### src/rtl/serial_adder_pkg.sv
// Shared types and constants for the bit-serial add/subtract unit.
package serial_adder_pkg;

    typedef enum logic [1:0] {
        IDLE  = 2'd0,
        LOAD  = 2'd1,
        DRIVE = 2'd2
    } state_e;

    localparam logic MODE_ADD = 1'b0;
    localparam logic MODE_SUB = 1'b1;

endpackage

### src/rtl/serial_adder_deser.sv
// LSB-first shift-in register: each enabled edge pushes bit_i in at the top,
// so after WIDTH loads the first bit received sits in data_o[0].
module serial_adder_deser #(
    parameter int unsigned WIDTH = 8
) (
    input  logic             clk,
    input  logic             rst_n,
    input  logic             load_i,
    input  logic             bit_i,
    output logic [WIDTH-1:0] data_o
);

    logic [WIDTH-1:0] data_q;
    logic [WIDTH-1:0] data_d;
    logic [WIDTH-1:0] shifted;

    generate
        if (WIDTH == 1) begin : g_single
            assign shifted = bit_i;
        end else begin : g_multi
            assign shifted = {bit_i, data_q[WIDTH-1:1]};
        end
    endgenerate

    // Next value: shift only when loading.
    always_comb begin
        data_d = data_q;
        if (load_i) begin
            data_d = shifted;
        end
    end

    // Shift register with asynchronous clear.
    always_ff @(posedge clk or negedge rst_n) begin
        if (!rst_n) begin
            data_q <= '0;
        end else begin
            data_q <= data_d;
        end
    end

    assign data_o = data_q;

endmodule

### src/rtl/serial_adder_n.sv
// Bit-serial WIDTH-bit add/subtract unit. Operands arrive LSB first starting
// on en_i; the WIDTH+1-bit result leaves LSB first with en_o on bit 0.
// Optional macro SERIAL_ADDER_N_ERR_EN adds err_o, a one-cycle pulse for
// every en_i seen while a transaction is in progress.
module serial_adder_n
    import serial_adder_pkg::*;
#(
    parameter int unsigned WIDTH = 8
) (
    input  logic clk,
    input  logic rst_n,
    input  logic in1,
    input  logic in2,
    input  logic en_i,
    input  logic sub_i,
`ifdef SERIAL_ADDER_N_ERR_EN
    output logic err_o,
`endif
    output logic out,
    output logic en_o,
    output logic busy
);

    // Counter spans 0..WIDTH (LOAD bit index, then DRIVE result index).
    localparam int unsigned CW = $clog2(WIDTH + 1);

    state_e           state_q, state_d;
    logic [CW-1:0]    cnt_q, cnt_d;
    logic             sub_q, sub_d;
    logic             out_q, out_d;
    logic             en_o_q, en_o_d;
    logic             shift_en;
    logic [WIDTH-1:0] a_val, b_val;
    logic [WIDTH:0]   sum_add, sum_sub, result;

    serial_adder_deser #(.WIDTH(WIDTH)) u_deser_a (
        .clk    (clk),
        .rst_n  (rst_n),
        .load_i (shift_en),
        .bit_i  (in1),
        .data_o (a_val)
    );

    serial_adder_deser #(.WIDTH(WIDTH)) u_deser_b (
        .clk    (clk),
        .rst_n  (rst_n),
        .load_i (shift_en),
        .bit_i  (in2),
        .data_o (b_val)
    );

    assign sum_add = {1'b0, a_val} + {1'b0, b_val};
    assign sum_sub = {1'b0, a_val} + {1'b0, ~b_val} + (WIDTH + 1)'(1);
    assign result  = (sub_q == MODE_ADD) ? sum_add : sum_sub;

    // Next-state, counter and output-bit selection.
    always_comb begin
        state_d  = state_q;
        cnt_d    = cnt_q;
        sub_d    = sub_q;
        shift_en = 1'b0;
        out_d    = 1'b0;
        en_o_d   = 1'b0;
        case (state_q)
            IDLE: begin
                if (en_i) begin
                    shift_en = 1'b1;
                    sub_d    = sub_i;
                    if (WIDTH > 1) begin
                        state_d = LOAD;
                        cnt_d   = CW'(1);
                    end else begin
                        state_d = DRIVE;
                        cnt_d   = CW'(0);
                    end
                end
            end
            LOAD: begin
                shift_en = 1'b1;
                if (cnt_q == CW'(WIDTH - 1)) begin
                    state_d = DRIVE;
                    cnt_d   = CW'(0);
                end else begin
                    cnt_d = cnt_q + CW'(1);
                end
            end
            DRIVE: begin
                out_d  = result[cnt_q];
                en_o_d = (cnt_q == CW'(0));
                if (cnt_q == CW'(WIDTH)) begin
                    state_d = IDLE;
                    cnt_d   = CW'(0);
                end else begin
                    cnt_d = cnt_q + CW'(1);
                end
            end
            default: begin
                state_d = IDLE;
                cnt_d   = CW'(0);
            end
        endcase
    end

    // State, counter, mode and registered outputs.
    always_ff @(posedge clk or negedge rst_n) begin
        if (!rst_n) begin
            state_q <= IDLE;
            cnt_q   <= '0;
            sub_q   <= MODE_ADD;
            out_q   <= 1'b0;
            en_o_q  <= 1'b0;
        end else begin
            state_q <= state_d;
            cnt_q   <= cnt_d;
            sub_q   <= sub_d;
            out_q   <= out_d;
            en_o_q  <= en_o_d;
        end
    end

`ifdef SERIAL_ADDER_N_ERR_EN
    logic err_q;

    // Flag a start strobe that arrives while a transaction is running.
    always_ff @(posedge clk or negedge rst_n) begin
        if (!rst_n) begin
            err_q <= 1'b0;
        end else begin
            err_q <= en_i && (state_q != IDLE);
        end
    end

    assign err_o = err_q;
`endif

    assign out  = out_q;
    assign en_o = en_o_q;
    assign busy = (state_q != IDLE);

endmodule
### config.mk
export PLATFORM = sky130hd
export DESIGN_NAME = serial_adder_n
export DESIGN_NICKNAME = d
export VERILOG_FILES = /design/src/rtl/serial_adder_pkg.sv /design/src/rtl/serial_adder_deser.sv /design/src/rtl/serial_adder_n.sv
export SDC_FILE = /design/constraint.sdc
export NUM_CORES = 1
export LEC_CHECK = 0
export ABC_AREA = 1
export ABC_CLOCK_PERIOD_IN_PS = 4800
export BUFFER_PORTS_ARGS = -buffer_cell sky130_fd_sc_hd__buf_2
export CAP_MARGIN = 5
export CORE_MARGIN = 8
export CORE_UTILIZATION = 40
export CTS_CLUSTER_SIZE = 8
export DETAILED_ROUTE_END_ITERATION = 6
export GPL_TIMING_DRIVEN = 0
export PLACE_DENSITY = 0.58
export SYNTH_ARGS = -nofsm -noshare
export SYNTH_HDL_FRONTEND = slang
export SYNTH_SLANG_ARGS = --single-unit
### constraint.sdc
create_clock -name clk -period 4.8 [get_ports clk]
set_clock_uncertainty 0.05 [all_clocks]
set_input_delay 0.24 -clock clk [delete_from_list [all_inputs] [get_ports clk]]
set_output_delay 0.24 -clock clk [all_outputs]
set_load 0.02 [all_outputs]
Word-level counts from Yosys, hierarchy flattened:

Index checks and enable logic that the tools add are counted.
Widths: inputs -> output; s select.

* register bits after elaboration: 25
* logic and storage cells: 40
* input bits: 6
* output and inout port bits: 3

* add/subtract/negate cells: 4
* order comparisons: 1
* bitwise operators: 1
* multiplexer cells: 15
* reduce and logical (&&, ||, !) cells: 5
* equal/unequal tests: 7

Operators with widths (count)
* $add 8x8->9: 2
* $mux 4: 3
* $pmux 4 s3: 1
* $add 9x1->9 const B: 1
* $mux 9: 1
* $not 8->8: 1
* $mux 2: 3
* $ne 2x2->1 const B: 3
* $pmux 2 s3: 1
* $lt 4x5->1 const B: 1
* $add 4x1->4 const B: 1
* $bmux 1 s4: 1
* $eq 4x3->1 const B: 1
* $eq 4x4->1 const B: 1
* $logic_not 4->1: 1
* $mux 1: 4
* $reduce_and 3->1: 1
* $eq 2x1->1 const B: 1
* $eq 2x2->1 const B: 1
* $logic_not 2->1: 1
* $pmux 1 s2: 1
* $reduce_and 2->1: 1
* $reduce_bool 2->1: 1

Depth between registers and ports, before layout:

* word-level depth: 7
* depth in mapped cells: 17
* gate-level depth less buffers: 16

Hierarchy:

Synthesis repeated with hierarchy kept, for this count alone.

* cells, all modules: 294
* area total of the unflattened synthesis: 1974.4 um2

By module, submodules not included
* serial_adder_n: area an instance 1363.8 um2, cells each 226, times used 1
* serial_adder_deser: area an instance 305.3 um2, cells each 34, times used 2

Least setup slack after synthesis:

No wires, ideal clock.

* path kind: reg2reg
* start point: reg u_deser_a.data_q[0] (netlist: u_deser_a.data_o[0])
* end point: reg out_q (netlist: out)
* cell stages (with the launch flop): 16
* buffers on the path: 0
* slack: 2.979 ns
* clock period less this slack: 1.821 ns
* arrival time: 1.655 ns
* cells stage by stage: dfrtp_1 inv_1 ha_1 fa_1 inv_1 nand3_1 nand2_1 nand2_1 nand3_1 nand3_1 nand2_1 inv_1 nand2_1 nand2_1 nor2_1 nor2_1

* word-level cells in the longest chain between the ends: 6
* elaborated cells between the ends (all ways): 7
* those cells by class: add/sub (3); mux (4)

Ends and longest elaborated chain
* start, declared: RTL line serial_adder_deser.sv:13 `logic [WIDTH-1:0] data_q;`
* start signal, assigned: RTL line serial_adder_deser.sv:38 `data_q <= data_d;`
* $add 8x8->9: RTL line serial_adder_n.sv:53 `assign sum_sub = {1'b0, a_val} + {1'b0, ~b_val} + (WIDTH + 1)'(1);`
* $add 9x1->9: RTL line serial_adder_n.sv:53
* $mux 9 *: RTL line serial_adder_n.sv:54 `assign result = (sub_q == MODE_ADD) ? sum_add : sum_sub;`
* $bmux 1 s4 *: RTL line serial_adder_n.sv:88 `out_d = result[cnt_q];`
* $mux 1 (implied by the code) *: RTL line serial_adder_n.sv:88
* $mux 1 *: RTL line serial_adder_n.sv:64 `case (state_q)`
* named net out_d: RTL line serial_adder_n.sv:30 `logic out_q, out_d;`
* end signal, assigned: RTL line serial_adder_n.sv:116 `out_q <= out_d;`
* end, declared: RTL line serial_adder_n.sv:30

The timed path passes the listed nets; every way through them passes the cells marked *. The select of a mux whose other input is x is not followed.
A chain may end at the register's enable or synchronous reset.

Final worst setup path:

Same ends and word-level chain as after synthesis.

==> reports/qor.yml <==
min_period_ns: 2.022
cts_buffers: 3
clkLatencyLatePin_ns: 0.28
rsz0062_at_grt: "false"
drt_first_iter_violations: 103
netlist_area_mm2: 0.001953
initial_core_util: 0.4135
worst_ep_required_time_ns: 4.93
synth-seq-cells: 25
post_cts_resize_count: 0
vias_per_cell: 4.591
hp-class: "input port to flip-flop"
crit_fanout: 3
synth_enable_flop_cells: 0
nets: 325
critPathLaunchType: "flip-flop"
cts_max_path_buffers: 2
yosysMostFrequentCell: "nand2_1"
path_clk_slew_ns: 0.09
synth_cell_types: 24
yosysTopAreaCellShare: 0.3203
die_h_um: 85.88
grt_pass1_wl_um: 7631
core_mm2: 0.004723
syn_to_final_growth_pct: 9.225
cts_sinks: 25
status: "finished clean"
die_width_um: 85.88
dieArea_mm2: 0.007375
dp_hpwl_um: 3268
cts_tree: "built"
gr-total-overflow: 0
num_vias: 1671
track_usage: 0.1291
fill_cells: 496
synth_ff_type: "dfrtp_1"
drive_gt1_frac: 0.08418
rows: 25
portBuffers: 8
yosys.area.top_type: "dfrtp_1"
critical_path_class: "flip-flop to flip-flop"
endpoint_kind: "flip-flop"
ys_top_cells_by_count: "82 x nand2_1, 45 x inv_1, 26 x nor2_1"
synth-seq-area-share: 0.3203
syn_avg_cell_area_um2: 6.877
syn_inst: 284
drt-total-wl_um: 4295
antenna_found_initial: 0
fin_tns_setup_ns: 0
fmax_mhz: 494.6
grt_pass1_vias: 1639
clock-root-buffer: "clkbuf_8"
fin_crit_sh: 0.4212
setup_violations: 0
htreeDepth: 1
worstMarginPinSlew_ns: 0.5836
grt_max_degree: 26
syn_nets: 311
hold_viol_final: 0
gp_congestion: 0.8751
slew_violations: 0
ys_warn_count: 0
synthTopCellsByArea: "dfrtp_1 32%, nand2_1 16%, ha_1 12%"
dr.pass1.iters: 4
antenna_left: 0
drv_cap: 0
ys_async_sr_fraction: 1.000
antenna_cells: 0
io_pins: 9
slew_headroom: 0.6109
drc_errors: 0
wl_per_cell_um: 11.80
crit_arrival_ns: 2.15
state kept, by name (all words and copies together), names as in the netlist:
register,count
out,1
u_deser_a.data_o,8
state_q,2
u_deser_b.data_o,8
sub_q,1
cnt_q,4
en_o,1
layout by cell type, fill, tap and decap left out, types with 2 or more instances in the layout:
cell	netlist	routed
inv_2	3	3
a21oi_1	17	17
clkbuf_8	0	3
nand3_1	21	21
o31ai_1	2	2
dfrtp_1	25	25
ha_1	19	19
nor2_1	26	26
o21ai_0	19	19
inv_1	45	45
fa_1	2	2
buf_2	0	8
nand4_1	4	4
nor3_1	2	2
a21oi_2	2	2
nand2_1	82	82
clkbuf_1	3	3
buf_4	2	2
buf_6	3	3
routing by layer:
layer / share of wire / GRT usage
met5: 0 / 0
met4: 0.014 / 0.04299
met3: 0.027 / 0.02101
met2: 0.43 / 0.2043
met1: 0.53 / 0.1728
cells by family after synthesis:
group                    Yosys count  share of synthesized area
AND/OR/NAND/NOR                  137                     0.2857
AO/OA/AOI/OAI                     44                     0.1230
adder cells (fa/ha/maj)           21                     0.1422
flip-flops                        25                     0.3203
buffers and inverters             56                     0.1230
multiplexers                       1                   0.005765
metrics by stage:
| stage | hold slack, ns | worst slack (ns) | util | cell area (µm²) | cells |
|---|---|---|---|---|---|
| 2_1_floorplan | -0.1056 | 2.979 | - | 1953 | 284 |
| 3_3_place_gp | 0.2315 | 2.775 | 0.4397 | 2077 | 359 |
| 3_5_place_dp | 0.2293 | 2.795 | 0.4397 | 2077 | 359 |
| 4_1_cts | 0.1323 | 2.777 | 0.4517 | 2133 | 364 |
| 5_1_grt | 0.1318 | 2.524 | 0.4517 | 2133 | 364 |
| 6_report | 0.1347 | 2.778 | 0.4517 | 2133 | 364 |
area by class of cell:
class / count / area [µm²] / share of cell area
plain buffers: 8 / 60.06 / 0.02815
clock buffers: 3 / 41.29 / 0.01935
clock inverters: 1 / 5.005 / 0.002346
inverters: 48 / 180.2 / 0.08446
multi-input cells: 203 / 1087 / 0.5097
flip-flops and latches: 25 / 625.6 / 0.2933
well taps: 67 / 83.83 / 0.03930
repair buffers: 9 / 50.05 / 0.02346
worst max-delay path, stage by stage, from the launching register on:
cell	delay (ns)
dfrtp_1	0.38
inv_1	0.07
ha_1	0.21
fa_1	0.38
inv_1	0.10
nand3_1	0.07
nand2_1	0.10
nand2_1	0.07
nand3_1	0.08
nand3_1	0.07
nand2_1	0.06
inv_1	0.03
nand2_1	0.04
nand2_1	0.04
nor2_1	0.12
nor2_1	0.05
worst paths after layout:
check,from,endpoint,slack (ns),depth (start not counted)
hold / removal,in1,u_deser_a.data_o[7],0.13,2
setup / recovery,u_deser_a.data_o[0],out,2.78,15
min in group asynchronous,rst_n,out,0.44,2
hold reg to reg,u_deser_b.data_o[3],u_deser_b.data_o[3],0.47,2
max in group asynchronous,rst_n,u_deser_b.data_o[6],3.88,2
setup reg to reg,u_deser_a.data_o[0],out,2.78,15
what timing repair did:
item | 4_1_cts | 5_1_grt
buffers inserted | 0 | 0
hold buffers | 1 | 0
hold endpoints to repair | 25 | 0
Power is not shown: default switching activity piles up to over one toggle a cycle in this logic, so the estimate is an artifact.
